File: src/rtl/prog_loader_if.sv
// rtl/prog_loader_if.sv - host byte streams (program in, data-memory dump out) for prog_loader
interface prog_loader_if;
   logic       in_valid;
   logic [7:0] in_data;
   logic       in_last;
   logic       in_ready;
   logic       out_valid;
   logic [7:0] out_data;
   logic       out_ready;

   // host side: sends program bytes, receives dump bytes
   modport master (
      output in_valid, in_data, in_last, out_ready,
      input  in_ready, out_valid, out_data
   );

   // loader side
   modport slave (
      input  in_valid, in_data, in_last, out_ready,
      output in_ready, out_valid, out_data
   );
endinterface

File: src/rtl/prog_loader.sv
// rtl/prog_loader.sv - program loader and data-memory dumper; PROG_LOADER_CSUM_EN adds a trailing XOR checksum byte
module prog_loader #(
   parameter int D        = 12,
   parameter int DUMP_LEN = 256
) (
   input  logic         clk,
   input  logic         reset,
   prog_loader_if.slave host,
   output logic         im_we,
   output logic [D-1:0] im_addr,
   output logic [8:0]   im_dat,
   output logic         core_reset,
   input  logic         core_done,
   output logic [7:0]   dm_rd_addr,
   input  logic [7:0]   dm_rd_dat,
   output logic         busy
);

   typedef enum logic [2:0] {
      IDLE, LOAD_LO, LOAD_HI, RUN, DUMP_RD, DUMP_TX, CSUM
   } state_t;

   localparam logic [7:0] LAST_IDX = 8'(DUMP_LEN - 1);

   state_t       state_q, state_d;
   logic [D-1:0] addr_q, addr_d;
   logic [7:0]   lo_q, lo_d;
   logic [7:0]   idx_q, idx_d;
   logic [7:0]   hold_q, hold_d;
   logic         held_q, held_d;
`ifdef PROG_LOADER_CSUM_EN
   logic [7:0]   csum_q, csum_d;
`endif

   logic         in_rdy;
   logic         wr;
   logic [8:0]   wdat;
   logic [D-1:0] waddr;
   logic         o_valid;
   logic [7:0]   o_data;

   // state register and datapath registers; reset abandons any load or dump in progress
   always_ff @(posedge clk or negedge reset) begin
      if (!reset) begin
         state_q <= IDLE;
         addr_q  <= '0;
         lo_q    <= '0;
         idx_q   <= '0;
         hold_q  <= '0;
         held_q  <= 1'b0;
`ifdef PROG_LOADER_CSUM_EN
         csum_q  <= '0;
`endif
      end else begin
         state_q <= state_d;
         addr_q  <= addr_d;
         lo_q    <= lo_d;
         idx_q   <= idx_d;
         hold_q  <= hold_d;
         held_q  <= held_d;
`ifdef PROG_LOADER_CSUM_EN
         csum_q  <= csum_d;
`endif
      end
   end

   // next-state and handshake decode; the first DUMP_TX cycle forwards read data straight
   // through so a byte can leave every two cycles, later stalled cycles replay the held copy
   always_comb begin
      state_d = state_q;
      addr_d  = addr_q;
      lo_d    = lo_q;
      idx_d   = idx_q;
      hold_d  = hold_q;
      held_d  = 1'b0;
`ifdef PROG_LOADER_CSUM_EN
      csum_d  = csum_q;
`endif
      in_rdy  = 1'b0;
      wr      = 1'b0;
      wdat    = '0;
      waddr   = addr_q;
      o_valid = 1'b0;
      o_data  = '0;
      case (state_q)
         IDLE: begin
            in_rdy = 1'b1;
            waddr  = '0;
            if (host.in_valid) begin
               if (host.in_last) begin
                  wr      = 1'b1;
                  wdat    = {1'b0, host.in_data};
                  addr_d  = D'(1);
                  state_d = RUN;
               end else begin
                  addr_d  = '0;
                  lo_d    = host.in_data;
                  state_d = LOAD_HI;
               end
            end
         end
         LOAD_LO: begin
            in_rdy = 1'b1;
            if (host.in_valid) begin
               if (host.in_last) begin
                  wr      = 1'b1;
                  wdat    = {1'b0, host.in_data};
                  addr_d  = addr_q + D'(1);
                  state_d = RUN;
               end else begin
                  lo_d    = host.in_data;
                  state_d = LOAD_HI;
               end
            end
         end
         LOAD_HI: begin
            in_rdy = 1'b1;
            if (host.in_valid) begin
               wr      = 1'b1;
               wdat    = {host.in_data[0], lo_q};
               addr_d  = addr_q + D'(1);
               state_d = host.in_last ? RUN : LOAD_LO;
            end
         end
         RUN: begin
            if (core_done) begin
               idx_d   = '0;
`ifdef PROG_LOADER_CSUM_EN
               csum_d  = '0;
`endif
               state_d = DUMP_RD;
            end
         end
         DUMP_RD: begin
            state_d = DUMP_TX;
         end
         DUMP_TX: begin
            o_valid = 1'b1;
            o_data  = held_q ? hold_q : dm_rd_dat;
            if (host.out_ready) begin
               idx_d = idx_q + 8'd1;
`ifdef PROG_LOADER_CSUM_EN
               csum_d = csum_q ^ o_data;
               state_d = (idx_q == LAST_IDX) ? CSUM : DUMP_RD;
`else
               state_d = (idx_q == LAST_IDX) ? IDLE : DUMP_RD;
`endif
            end else begin
               held_d = 1'b1;
               hold_d = o_data;
            end
         end
         CSUM: begin
`ifdef PROG_LOADER_CSUM_EN
            o_valid = 1'b1;
            o_data  = csum_q;
            if (host.out_ready) state_d = IDLE;
`else
            state_d = IDLE;
`endif
         end
         default: state_d = IDLE;
      endcase
   end

   // write pulse is masked by reset so a byte presented while reset is low never writes
   assign im_we         = wr & reset;
   assign im_addr       = waddr;
   assign im_dat        = im_we ? wdat : 9'd0;
   assign core_reset    = (state_q != RUN);
   assign busy          = (state_q != IDLE);
   assign dm_rd_addr    = idx_q;
   assign host.in_ready = in_rdy;
   assign host.out_valid = o_valid;
   assign host.out_data = o_data;

endmodule

File: src/flat_wrapper.sv
// flat-port wrapper written by rule: the top's interface ports become plain ports
module prog_loader_flat 
#(
   parameter int D        = 12,
   parameter int DUMP_LEN = 256
)
  (clk, reset, im_we, im_addr, im_dat, core_reset, core_done, dm_rd_addr, dm_rd_dat, busy, host_in_valid, host_in_data, host_in_last, host_out_ready, host_in_ready, host_out_valid, host_out_data);
  prog_loader_if host_i ();
  input  logic clk;
  input  logic reset;
  output logic im_we;
  output logic [D-1:0] im_addr;
  output logic [8:0] im_dat;
  output logic core_reset;
  input  logic core_done;
  output logic [7:0] dm_rd_addr;
  input  logic [7:0] dm_rd_dat;
  output logic busy;
  input wire logic [$bits(host_i.in_valid)-1:0] host_in_valid;
  input wire logic [$bits(host_i.in_data)-1:0] host_in_data;
  input wire logic [$bits(host_i.in_last)-1:0] host_in_last;
  input wire logic [$bits(host_i.out_ready)-1:0] host_out_ready;
  output wire logic [$bits(host_i.in_ready)-1:0] host_in_ready;
  output wire logic [$bits(host_i.out_valid)-1:0] host_out_valid;
  output wire logic [$bits(host_i.out_data)-1:0] host_out_data;
  assign host_i.in_valid = host_in_valid;
  assign host_i.in_data = host_in_data;
  assign host_i.in_last = host_in_last;
  assign host_i.out_ready = host_out_ready;
  assign host_in_ready = host_i.in_ready;
  assign host_out_valid = host_i.out_valid;
  assign host_out_data = host_i.out_data;
  prog_loader #(.D(D), .DUMP_LEN(DUMP_LEN)) u_core (.clk(clk), .reset(reset), .host(host_i), .im_we(im_we), .im_addr(im_addr), .im_dat(im_dat), .core_reset(core_reset), .core_done(core_done), .dm_rd_addr(dm_rd_addr), .dm_rd_dat(dm_rd_dat), .busy(busy));
endmodule
File: config.mk
export PLATFORM = sky130hd
export DESIGN_NAME = prog_loader_flat
export DESIGN_NICKNAME = d
export VERILOG_FILES = /design/src/rtl/prog_loader_if.sv /design/src/rtl/prog_loader.sv /design/src/flat_wrapper.sv
export SDC_FILE = /design/constraint.sdc
export NUM_CORES = 1
export LEC_CHECK = 0
export BUFFER_PORTS_ARGS = -buffer_cell sky130_fd_sc_hd__buf_2
export CAP_MARGIN = 20
export CORE_ASPECT_RATIO = 0.5
export CORE_UTILIZATION = 30
export CTS_CLUSTER_SIZE = 12
export DETAILED_ROUTE_END_ITERATION = 7
export HOLD_SLACK_MARGIN = 0.05
export PLACE_DENSITY_LB_ADDON = 0.25
export SLEW_MARGIN = 20
export SYNTH_ARGS = -nofsm -noshare
export SYNTH_HDL_FRONTEND = slang
export SYNTH_SLANG_ARGS = --single-unit
File: constraint.sdc
create_clock -name clk -period 3.7 [get_ports clk]
set_input_delay 0.37 -clock clk [delete_from_list [all_inputs] [get_ports clk]]
set_output_delay 0.37 -clock clk [all_outputs]
set_load 0.05 [all_outputs]
==> metrics.txt <==
maximum clock rate=345.1 MHz; # diodes=0; Post-DRT Antenna Nets=0; routability cong.=0.7637; DR vias=2043; wire length of the first global-routing pass=9.597 mm; largest net degree at the start of global routing=35; grt peak-use layer=met2; Max Cap Viol=0; Peak VDD IR=273.9 uV; Clock Root Buffer=clkbuf_16; startpoint class of the critical path=flop; Tmin final=2897 ps; # port buffers=63; commonest non-fill, non-tap cell in the layout=buf_2; status=finished clean; Crit. End Element=primary output; fin crit share=78.31%; initial antenna violation count=0; Nets=328; Clock Tree Buf Depth=2; cts repair resizes=0; CP Data Required Time=3330 ps; wire per inst=13.64 um; Sequential cell area=1001 um2; Multi-input gate area=1323 um2; PwrDens=733.3 nW/um2; Slew headroom=35.78%; grt met1 use=19.17%; vias in the first global route=1986; core footprint=7597 um2; DRT Wirelength=5.634 mm; Post-Syn Area=2432 um2; crit path DAT=2530 ps; most frequent cells in the layout=buf_2, dfrtp_1, nor2_1; Chip Height=65.67 um; Mapped Avg Cell Area=10.01 um2; CP Max Fanout=24; CTS buffer count=5; Post-route DRC=0; Initial DRC Count=92; drt first pass iters=4; Sinks on Clock Net=40; Overflow after GRT=0; Area after DPL=2819 um2; routed vias/inst=4.947; Synth Register Bits=40; Design Area, Final=2993 um2; top cells by area, synth=dfrtp_1, mux2_2, nor2_1; Post-synth EDFFs=0; share of the synthesized area in the top cell type=41.15%; Starting Density=32.02%; Synthesized Nets=267; HP Class=input pin to flop; die area=8494 um2; Worst-path clk slew=60 ps; Post-synth ARST share=100.0%; # rows=22; CTS tree=yes; share of cells above drive strength 1=33.11%; Synth Flop Type=dfrtp_1; register-to-register setup slack=1020 ps; DP HPWL=4.064 mm; worst slew pin tran=963.3 ps; num ports=64; cell taking the most area after synthesis=dfrtp_1; Layout area overhead=23.05%; Clock Latency Late Sink=290 ps; total track usage=14.74%; Slew Viols, Final=0; Final setup viols=0; Ys Warns=0; Die X=129.3 um; critical path class=flop to primary output; M2 GR Usage=23.66%; Pwr Total=2195 uW; Fill cells=789; Final Core Density=39.39%; post-synth cell types=47; Synth Instances=243; sequential area share after synthesis=41.15%; setup TNS=0 ps; H-tree Lvls=2; final-report hold violation count=0; RSZ-0062 raised after global routing=no; Setup Skew=6.341 ps; met3 usage=3.827%; leak pwr=0.001347 uW
## power breakdown
part	internal [uW]	switching [uW]	leakage, uW
clock network	318	183	0.0000808
registers	572	186	0.000511
logic	322	614	0.000754
## critical path, cell delays in order, from the launching register on
cell	delay, ps
dfrtp_1	980
nand3b_1	650
inv_1	310
buf_2	300
## metal layers
metal | vias up | routed length, um
li1 | 990 | -
met1 | 1003 | 2659
met2 | 42 | 2634
met3 | 8 | 276
met4 | 0 | 63
met5 | - | 0
## layout make-up
cell class                 instances  share of cell area (%)
clock buffer                       6                   4.306
multi-input combinational        182                   44.19
tap                              108                   4.515
timing repair buffer              65                   11.12
inverter                          10                   1.254
clock inverter                     2                   1.171
sequential                        40                   33.44
## synthesized netlist by cell type, types with 2 or more instances
library cell / count
mux2_2: 16
buf_4: 2
nand3b_1: 2
a21oi_1: 5
buf_2: 6
or2_2: 2
nand3_1: 7
and3_1: 2
a21o_1: 4
a22oi_1: 8
nand2_1: 9
ha_1: 2
o21ai_0: 9
buf_6: 2
a31oi_1: 6
nor2_2: 2
nor3_1: 6
inv_1: 10
nand4_1: 2
o311ai_0: 4
nand2b_1: 3
dfrtp_1: 40
nor2_1: 32
xnor2_1: 9
a32o_1: 2
nor2b_1: 18
mux2i_1: 9
nor3b_1: 2
nor3_4: 3
a2111oi_4: 2
## cell families after synthesis
kind of cell / count (synthesis) / share of synthesized area (%)
simple gates: 97 / 22.89
compound gates: 48 / 15.74
mux: 25 / 11.11
xor+xnor: 10 / 3.601
fa+ha+maj: 2 / 1.029
buf+inv: 21 / 4.475
flops: 40 / 41.15
## registers in the layout, indices dropped and copies added, names as in the netlist
signal,count
u_core.addr_q,12
u_core.dm_rd_addr,8
u_core.hold_q,8
u_core.lo_q,8
u_core.state_q,3
u_core.held_q,1
## what timing repair did
action	4_1_cts	5_1_grt
buffers inserted	0	0
hold endpoints to repair	6	0
hold buffers	1	0
## stage by stage
stage,cells,setup WS [ps],hold slack [ps]
floorplan,243,1507,74.41
global placement,404,1084,268.2
detailed placement,404,968.6,263.8
CTS,413,759.6,323.5
global route,413,566.7,328.0
finish,413,802.6,329.2
## worst paths after layout
kind / start / end / depth (start not counted)
max: u_core.state_q[0] / host_out_valid / 3
min: host_in_data[1] / u_core.lo_q[1] / 2
max reg2reg: u_core.state_q[0] / u_core.hold_q[1] / 3
min reg2reg: u_core.addr_q[11] / u_core.addr_q[11] / 1
max in group asynchronous: reset / u_core.addr_q[9] / 3
min in group asynchronous: reset / u_core.lo_q[2] / 2
Note: power is estimated with default switching activity, not from simulation.
